**config.mk**
```make
export PLATFORM = sky130hd
export DESIGN_NAME = cpu_controller_flat
export DESIGN_NICKNAME = d
export VERILOG_FILES = /design/src/rtl/cpu_pkg.sv /design/src/rtl/cpu_controller_if.sv /design/src/rtl/cpu_ctrl_decode.sv /design/src/rtl/cpu_controller.sv /design/src/flat_wrapper.sv
export SDC_FILE = /design/constraint.sdc
export NUM_CORES = 1
export LEC_CHECK = 0
export CAP_MARGIN = 10
export CORE_AREA = 5 5 42 44
export DETAILED_ROUTE_END_ITERATION = 8
export DIE_AREA = 0 0 47 49
export SKIP_CTS_REPAIR_TIMING = 1
export SLEW_MARGIN = 20
export SYNTH_ARGS = -nofsm -noshare
export SYNTH_HDL_FRONTEND = slang
export SYNTH_HIERARCHICAL = 1
export SYNTH_SLANG_ARGS = --single-unit
```
**constraint.sdc**
```tcl
create_clock -name clk -period 1.4 [get_ports clk]
set_input_delay 0.28 -clock clk [delete_from_list [all_inputs] [get_ports clk]]
set_output_delay 0.28 -clock clk [all_outputs]
set_load 0.005 [all_outputs]
```
**src/rtl/cpu_pkg.sv**
```systemverilog
// Shared opcodes, phase numbers and strobe bundle
// for the 8-phase accumulator CPU sequencer.
package cpu_pkg;

    localparam int OPCODE_WIDTH = 3;
    localparam int PHASE_WIDTH  = 3;

    typedef logic [OPCODE_WIDTH-1:0] opcode_t;
    typedef logic [PHASE_WIDTH-1:0]  phase_t;

    localparam opcode_t OP_HLT = 3'd0;
    localparam opcode_t OP_SKZ = 3'd1;
    localparam opcode_t OP_ADD = 3'd2;
    localparam opcode_t OP_AND = 3'd3;
    localparam opcode_t OP_XOR = 3'd4;
    localparam opcode_t OP_LDA = 3'd5;
    localparam opcode_t OP_STO = 3'd6;
    localparam opcode_t OP_JMP = 3'd7;

    localparam phase_t PH_INST_ADDR  = 3'd0;
    localparam phase_t PH_INST_FETCH = 3'd1;
    localparam phase_t PH_INST_LOAD  = 3'd2;
    localparam phase_t PH_IDLE       = 3'd3;
    localparam phase_t PH_OP_ADDR    = 3'd4;
    localparam phase_t PH_OP_FETCH   = 3'd5;
    localparam phase_t PH_ALU_OP     = 3'd6;
    localparam phase_t PH_STORE      = 3'd7;

    typedef struct packed {
        logic sel;
        logic rd;
        logic ld_ir;
        logic halt;
        logic inc_pc;
        logic ld_ac;
        logic ld_pc;
        logic wr;
        logic data_e;
    } strobes_t;

    // Opcodes that read an operand from memory into the ALU.
    function automatic logic is_aluop(input opcode_t op);
        return (op == OP_ADD) || (op == OP_AND) ||
               (op == OP_XOR) || (op == OP_LDA);
    endfunction

endpackage

```
**src/rtl/cpu_controller_if.sv**
```systemverilog
// Sequencer bus: IR/ALU status in, datapath strobes
// and debug state out.
interface cpu_controller_if;
    import cpu_pkg::*;

    opcode_t opcode;
    logic    zero;
    logic    mem_ready;
    logic    sel;
    logic    rd;
    logic    ld_ir;
    logic    halt;
    logic    inc_pc;
    logic    ld_ac;
    logic    ld_pc;
    logic    wr;
    logic    data_e;
    phase_t  phase;
    logic    halted;

    modport master (
        input  opcode, zero, mem_ready,
        output sel, rd, ld_ir, halt, inc_pc,
        output ld_ac, ld_pc, wr, data_e,
        output phase, halted
    );

    modport slave (
        output opcode, zero, mem_ready,
        input  sel, rd, ld_ir, halt, inc_pc,
        input  ld_ac, ld_pc, wr, data_e,
        input  phase, halted
    );

endinterface

```
**src/rtl/cpu_ctrl_decode.sv**
```systemverilog
// Combinational strobe decode from the current phase,
// halted flag, opcode and zero flag.
module cpu_ctrl_decode
    import cpu_pkg::*;
(
    input  phase_t   phase_i,
    input  logic     halted_i,
    input  opcode_t  opcode_i,
    input  logic     zero_i,
    output strobes_t strb_o
);

    logic alu;
    logic sto;
    logic jmp;

    assign alu = is_aluop(opcode_i);
    assign sto = (opcode_i == OP_STO);
    assign jmp = (opcode_i == OP_JMP);

    // Halted overrides everything; otherwise decode per phase.
    always_comb begin
        strb_o = '0;
        if (halted_i) begin
            strb_o.halt = 1'b1;
        end else begin
            unique case (phase_i)
                PH_INST_ADDR: begin
                    strb_o.sel = 1'b1;
                end
                PH_INST_FETCH: begin
                    strb_o.sel = 1'b1;
                    strb_o.rd  = 1'b1;
                end
                PH_INST_LOAD, PH_IDLE: begin
                    strb_o.sel   = 1'b1;
                    strb_o.rd    = 1'b1;
                    strb_o.ld_ir = 1'b1;
                end
                PH_OP_ADDR: begin
                    strb_o.inc_pc = 1'b1;
                    strb_o.halt   = (opcode_i == OP_HLT);
                end
                PH_OP_FETCH: begin
                    strb_o.rd = alu;
                end
                PH_ALU_OP: begin
                    strb_o.rd     = alu;
                    strb_o.inc_pc = (opcode_i == OP_SKZ) && zero_i;
                    strb_o.ld_pc  = jmp;
                    strb_o.data_e = sto;
                end
                PH_STORE: begin
                    strb_o.rd     = alu;
                    strb_o.ld_ac  = alu;
                    strb_o.ld_pc  = jmp;
                    strb_o.wr     = sto;
                    strb_o.data_e = sto;
                end
            endcase
        end
    end

endmodule

```
**src/rtl/cpu_controller.sv**
```systemverilog
// 8-phase instruction sequencer: phase counter, sticky
// halt and memory-ready stall around the strobe decoder.
module cpu_controller
    import cpu_pkg::*;
(
    input logic clk,
    input logic rst_n,
    cpu_controller_if.master bus
);

    phase_t   phase_q;
    phase_t   phase_d;
    logic     halted_q;
    logic     halted_d;
    logic     stall;
    strobes_t strb;

    cpu_ctrl_decode u_decode (
        .phase_i  (phase_q),
        .halted_i (halted_q),
        .opcode_i (bus.opcode),
        .zero_i   (bus.zero),
        .strb_o   (strb)
    );

    // Operand fetch only waits when it actually reads memory.
    assign stall = !bus.mem_ready &&
                   ((phase_q == PH_INST_FETCH) ||
                    (phase_q == PH_OP_FETCH && strb.rd));

    // Next phase: freeze when halted or halting, hold on stall.
    always_comb begin
        phase_d  = phase_q + phase_t'(1);
        halted_d = halted_q;
        if (halted_q) begin
            phase_d = phase_q;
        end else if (phase_q == PH_OP_ADDR && bus.opcode == OP_HLT) begin
            halted_d = 1'b1;
            phase_d  = phase_q;
        end else if (stall) begin
            phase_d = phase_q;
        end
    end

    // State registers with synchronous active-low reset.
    always_ff @(posedge clk) begin
        if (!rst_n) begin
            phase_q  <= PH_INST_ADDR;
            halted_q <= 1'b0;
        end else begin
            phase_q  <= phase_d;
            halted_q <= halted_d;
        end
    end

    assign bus.sel    = strb.sel;
    assign bus.rd     = strb.rd;
    assign bus.ld_ir  = strb.ld_ir;
    assign bus.halt   = strb.halt;
    assign bus.inc_pc = strb.inc_pc;
    assign bus.ld_ac  = strb.ld_ac;
    assign bus.ld_pc  = strb.ld_pc;
    assign bus.wr     = strb.wr;
    assign bus.data_e = strb.data_e;
    assign bus.phase  = phase_q;
    assign bus.halted = halted_q;

endmodule
```
**src/flat_wrapper.sv**
```systemverilog
// flat-port wrapper written by rule: the top's interface ports become plain ports
module cpu_controller_flat import cpu_pkg::*;
  (clk, rst_n, bus_opcode, bus_zero, bus_mem_ready, bus_sel, bus_rd, bus_ld_ir, bus_halt, bus_inc_pc, bus_ld_ac, bus_ld_pc, bus_wr, bus_data_e, bus_phase, bus_halted);
  cpu_controller_if bus_i ();
  input logic clk;
  input logic rst_n;
  input wire logic [$bits(bus_i.opcode)-1:0] bus_opcode;
  input wire logic [$bits(bus_i.zero)-1:0] bus_zero;
  input wire logic [$bits(bus_i.mem_ready)-1:0] bus_mem_ready;
  output wire logic [$bits(bus_i.sel)-1:0] bus_sel;
  output wire logic [$bits(bus_i.rd)-1:0] bus_rd;
  output wire logic [$bits(bus_i.ld_ir)-1:0] bus_ld_ir;
  output wire logic [$bits(bus_i.halt)-1:0] bus_halt;
  output wire logic [$bits(bus_i.inc_pc)-1:0] bus_inc_pc;
  output wire logic [$bits(bus_i.ld_ac)-1:0] bus_ld_ac;
  output wire logic [$bits(bus_i.ld_pc)-1:0] bus_ld_pc;
  output wire logic [$bits(bus_i.wr)-1:0] bus_wr;
  output wire logic [$bits(bus_i.data_e)-1:0] bus_data_e;
  output wire logic [$bits(bus_i.phase)-1:0] bus_phase;
  output wire logic [$bits(bus_i.halted)-1:0] bus_halted;
  assign bus_i.opcode = bus_opcode;
  assign bus_i.zero = bus_zero;
  assign bus_i.mem_ready = bus_mem_ready;
  assign bus_sel = bus_i.sel;
  assign bus_rd = bus_i.rd;
  assign bus_ld_ir = bus_i.ld_ir;
  assign bus_halt = bus_i.halt;
  assign bus_inc_pc = bus_i.inc_pc;
  assign bus_ld_ac = bus_i.ld_ac;
  assign bus_ld_pc = bus_i.ld_pc;
  assign bus_wr = bus_i.wr;
  assign bus_data_e = bus_i.data_e;
  assign bus_phase = bus_i.phase;
  assign bus_halted = bus_i.halted;
  cpu_controller u_core (.clk(clk), .rst_n(rst_n), .bus(bus_i));
endmodule
```
=== Word level (Yosys, flattened, before mapping) ===
Index checks and enable logic that the tools add are counted.

* Input port bits: 7
* Register bits: 4

* Bitwise logic cells: 3
* Reduce and logical (&&, ||, !) cells: 17
* Equality and inequality tests: 14
* Muxes and demuxes: 14
* $add $sub $neg: 1

{| class="wikitable"
|+ Operators by type and width
! kind !! count
|-
| $eq A3 B3 Y1 const B || 8
|-
| $eq A3 B2 Y1 const B || 4
|-
| $mux W1 || 10
|-
| $eq A3 B1 Y1 const B || 2
|-
| $logic_not A3 Y1 || 2
|-
| $reduce_or A3 Y1 || 2
|-
| $mux W5 || 1
|-
| $logic_and A1 B1 Y1 || 4
|-
| $logic_or A1 B1 Y1 || 4
|-
| $pmux W1 S2 || 2
|-
| $reduce_or A2 Y1 || 2
|-
| $reduce_or A4 Y1 || 1
|-
| $add A3 B1 Y3 const B || 1
|-
| $mux W3 || 1
|-
| $not A1 Y1 || 3
|-
| $reduce_and A3 Y1 || 1
|-
| $logic_not A1 Y1 || 1
|}

=== Logic depth before layout (Yosys ltp) ===
Gate-level depths: netlist of the first run.

* Word-level depth: 11
* Depth in mapped cells: 6
* Gate-level depth less buffers: 6

=== By module ===
The synthesis of the first run kept the hierarchy.

{| class="wikitable"
|+ Modules (own cells, without submodules)
! module !! area an instance (sq um) !! instances !! cells an instance
|-
| cpu_controller || 260.2 || 1 || 25
|-
| cpu_ctrl_decode || 120.1 || 1 || 18
|}

=== Worst setup path before layout of the first run ===
Ideal clock, no wire load.

* Path kind: flip-flop to flip-flop
* From: reg u_core.phase_q[0], in the netlist u_core/bus.phase[0]
* To: reg u_core.phase_q[0], in the netlist u_core/bus.phase[0]
* Arrival: 1.460 ns
* Slack: -0.185 ns
* Cell stages (with the launch flop): 7
* Path buffers: 0
* Setup time: 0.125 ns
* Data required time: 1.275 ns
* Clock period less this slack: 1.585 ns
* Path through: dfxtp_1 -> nor2_1 -> a211oi_1 -> and2b_1 -> nor3b_2 -> nor3_2 -> mux2i_1

* Word-level cells in the longest chain between the ends: 9

{| class="wikitable"
|+ Ends and longest elaborated chain
! what !! RTL line !! text
|-
| start, declared || cpu_controller.sv:11 || <nowiki>phase_t phase_q;</nowiki>
|-
| start signal, assigned || cpu_controller.sv:51 || <nowiki>phase_q <= phase_d;</nowiki>
|-
| $eq A3 B3 Y1 (tied with other cells) || cpu_ctrl_decode.sv:27 || <nowiki>unique case (phase_i)</nowiki>
|-
| $reduce_or A3 Y1 (no line) || - ||
|-
| $pmux W1 S2 (*) || cpu_ctrl_decode.sv:27 ||
|-
| $mux W3 (*) || cpu_ctrl_decode.sv:24 || <nowiki>if (halted_i) begin</nowiki>
|-
| net bus_rd || flat_wrapper.sv:11 || <nowiki>output wire logic [$bits(bus_i.rd)-1:0] bus_rd;</nowiki>
|-
| $logic_and A1 B1 Y1 (*) || cpu_controller.sv:29 || <nowiki>(phase_q == PH_OP_FETCH && strb.rd));</nowiki>
|-
| $logic_or A1 B1 Y1 (*) || cpu_controller.sv:28 || <nowiki>((phase_q == PH_INST_FETCH) ||</nowiki>
|-
| $logic_and A1 B1 Y1 (*) || cpu_controller.sv:27 || <nowiki>assign stall = !bus.mem_ready &&</nowiki>
|-
| $not A1 Y1 (no line) (*) || - ||
|-
| $reduce_and A3 Y1 (no line) (*) || - ||
|}

The timed path passes the listed nets; every way through them passes the cells marked *.
A chain may end at the register's enable or synchronous reset.

=== Worst setup path in the final report of the first run ===
* From: reg u_core.phase_q[1], in the netlist u_core/bus.phase[1]
* To: out bus_halt

* Word-level cells in the longest chain between the ends: 3

{| class="wikitable"
|+ Ends and longest elaborated chain
! what !! RTL line !! text
|-
| $eq A3 B3 Y1 || cpu_ctrl_decode.sv:27 ||
|-
| $mux W1 || cpu_ctrl_decode.sv:27 ||
|-
| $mux W1 || cpu_ctrl_decode.sv:24 ||
|-
| end, declared || flat_wrapper.sv:13 || <nowiki>output wire logic [$bits(bus_i.halt)-1:0] bus_halt;</nowiki>
|}

No other way between the ends.

==> results of run 1 <==
==> cell families after synthesis <==
kind of cell | after synthesis | share of synthesized area (%)
XOR/XNOR | 1 | 2.30
buffers and inverters | 5 | 4.93
flip-flops | 4 | 21.1
adder cells (fa/ha/maj) | 3 | 9.87
AO/OA/AOI/OAI | 4 | 9.54
multiplexers | 3 | 7.90
AND/OR/NAND/NOR | 23 | 44.4
==> sequential cells by signal (all words and copies together) (netlist names) <==
signal	count
u_core/bus.phase	3
u_core/bus.halted	1
==> area by class of cell <==
type / instances / area share (%)
Clock buffer: 4 / 2.87
Inverter: 5 / 2.32
Multi-Input combinational cell: 34 / 41.0
Sequential cell: 4 / 9.70
Tap cell: 16 / 2.19
Timing Repair Buffer: 41 / 41.9
==> power breakdown <==
group | internal [uW] | total, uW | switching (uW)
sequential | 138 | 156 | 17.9
clock | 107 | 163 | 55.2
combinational | 278 | 456 | 178
==> worst min-delay path: cells and delay by family (launching register included) <==
| kind | cells | cell delay [ns] |
|---|---|---|
| buffers and inverters | 1 | 0.13 |
| and+or+nand+nor | 1 | 0.04 |
| DFF | 1 | 0.35 |
| muxes | 1 | 0.05 |
==> layer usage <==
metal	up-vias	share of wire, %	global-route usage (%)
li1	247	-	-
met1	228	39	14.9
met2	15	52	15.8
met3	4	5.5	4.43
met4	0	2.5	5.53
met5	-	0	0
==> final timing paths <==
check | slack (ns) | start | to | cells after the start
max | -0.22 | u_core/bus.phase[1] | bus_halt | 3
min | 0.63 | u_core/bus.phase[0] | u_core/bus.phase[0] | 3
max reg2reg | -0.16 | u_core/bus.phase[1] | u_core/bus.phase[2] | 7
min reg2reg | 0.63 | u_core/bus.phase[0] | u_core/bus.phase[0] | 3
==> cell usage after synthesis <==
library cell / count
mux2i_1: 3
o31ai_2: 1
nor4b_1: 1
nor3b_2: 1
nand2b_2: 1
nand2_1: 7
nor2_1: 2
nor3b_1: 1
nor3_1: 2
nand4bb_1: 1
nor4b_2: 1
nor4_4: 1
and2_2: 1
o21a_1: 1
or4_1: 1
nor3_2: 1
xnor2_1: 1
ha_1: 3
inv_1: 5
and2b_1: 1
a211oi_1: 1
dfxtp_1: 4
a2111oi_0: 1
nand3b_1: 1
==> through the flow <==
step           hold WS [ns]  worst slack, ns  total power (uW)  TNS (ns)  util, %
5_1_grt               0.645           -0.278               836     -2.36     65.4
6_report              0.627           -0.221               774     -1.49     65.4
3_5_place_dp          0.630           -0.841               483     -7.18     50.7
3_3_place_gp          0.627           -0.829               478     -7.09     50.7
4_1_cts               0.636           -0.843               658     -7.38     52.6
2_1_floorplan         0.398          -0.0128               289   -0.0264        -
==> results.md, run 1 <==
- Initial Util: 27.1%
- Failing checks: negative setup slack
- Gr ovfl total: 0
- CTS root buf: clkbuf_4
- Iteration-0 DRC Markers: 1
- #FFs+latches synth: 4
- Most frequent cells in the layout: buf_4, dlymetal6s2s_1, buf_6
- Pwr Density: 846 nW/um^2
- Post-route cell area: 916 sq um
- Number of port buffers: 19
- Commonest non-fill, non-tap cell in the layout: buf_4
- Std cell rows: 14
- Clk Latency, worst-skew pair: 0.24 ns
- Largest net degree at the start of global routing: 10
- Placer Congestion: 0.675
- N_diodes: 0
- Worst path required time: 1.12 ns
- Vias per inst: 4.75
- Syn_area_per_cell: 8.85 sq um
- CP max-delay cell: or4_4
- Number of global-route vias before repair: 461
- Final #Nets: 99
- Synth Instances: 43
- Syn-to-layout area delta: 141%
- CTS tree: built
- CTS Buf Count: 3
- Max Cap Viol: 0
- Mapped Area: 380 sq um
- Hold crit path type: reg2reg
- Via count: 494
- Seq/Total Area, Yosys: 21.1%
- Ys Warns: 6
- Cell taking the most area after synthesis: dfxtp_1
- Largest cells by area after synthesis: dfxtp_1, ha_1, mux2i_1
- # DRC: 0
- Crit Path Class: reg2out
- Post-synth top area share: 21.1%
- Die height: 49 microns
- Worst-path maximum fanout: 2
- Fraction of layout cells with a size suffix above 1: 62.5%
- Tmin final: 1.62 ns
- Slowest stage delay, CP: 0.42 ns
- Max-slew headroom: 74.8%
- Largest delay share family, worst path: simple AND/OR/NAND/NOR gates
- Die Wd: 47 microns
- Clock slew at reported path FFs: 0.04 ns
- Placed insts: 92
- Final setup fails: 11
- DRT antenna net count: 0
- Status: finished, violations left
- Clock sinks: 4
- Buf+Inv Stages, Crit Path: 1
- Area occupied by multi-input gates: 375 sq um
- Skew final: 0.00253 ns
- Crit path DAT: 1.34 ns
- Global-route wire length before repair: 1920 microns
- Peak Freq: 617 MHz
- Worst Tran Pin Value: 0.376 ns
- Worst path cell trace: or4_4, o31ai_2, buf_2
- Placed Area: 711 sq um
- Filler instances: 127
- Max Root-Sink Buffers: 2
- Fin cells: 104
- GRT Total Usage: 11.4%
- Min setup slack post-route: -0.221 ns
- Cell variety after synth: 24
- Detailed-placement wirelength estimate: 870 microns
- Final WL: 1350 microns
- Tcrit/Tclk final: 116%
- P_leak: 0.000505 uW
- Initial antenna violation count: 0
- I/O pins: 20
- RSZ-0062 raised after global routing: yes
- Die footprint: 2300 sq um
- Crit start category: register
- Final hold vios: 0
- Syn_nets: 53
- VDD IR max: 0.000767 V
- CP Capture Type: output pin
- First-pass DRT Iterations: 3
- Core area: 1400 sq um
- Routed wire per std cell: 13.0 microns
- Storage element area: 88.8 sq um
- CTS HTree Levels: 1
- Fin. max-slew vios: 0
Note: power is estimated with default switching activity, not from simulation.
==> inputs of run 2 (changes only) <==
--- a/config.mk
+++ b/config.mk
@@ -9,6 +9,7 @@
 export CORE_AREA = 5 5 42 44
 export DETAILED_ROUTE_END_ITERATION = 8
 export DIE_AREA = 0 0 47 49
+export HOLD_SLACK_MARGIN = 0.03
 export SKIP_CTS_REPAIR_TIMING = 1
 export SLEW_MARGIN = 20
 export SYNTH_ARGS = -nofsm -noshare
==> results of run 2 <==
Final layout, timing and power as in run 1 (identical DEF).
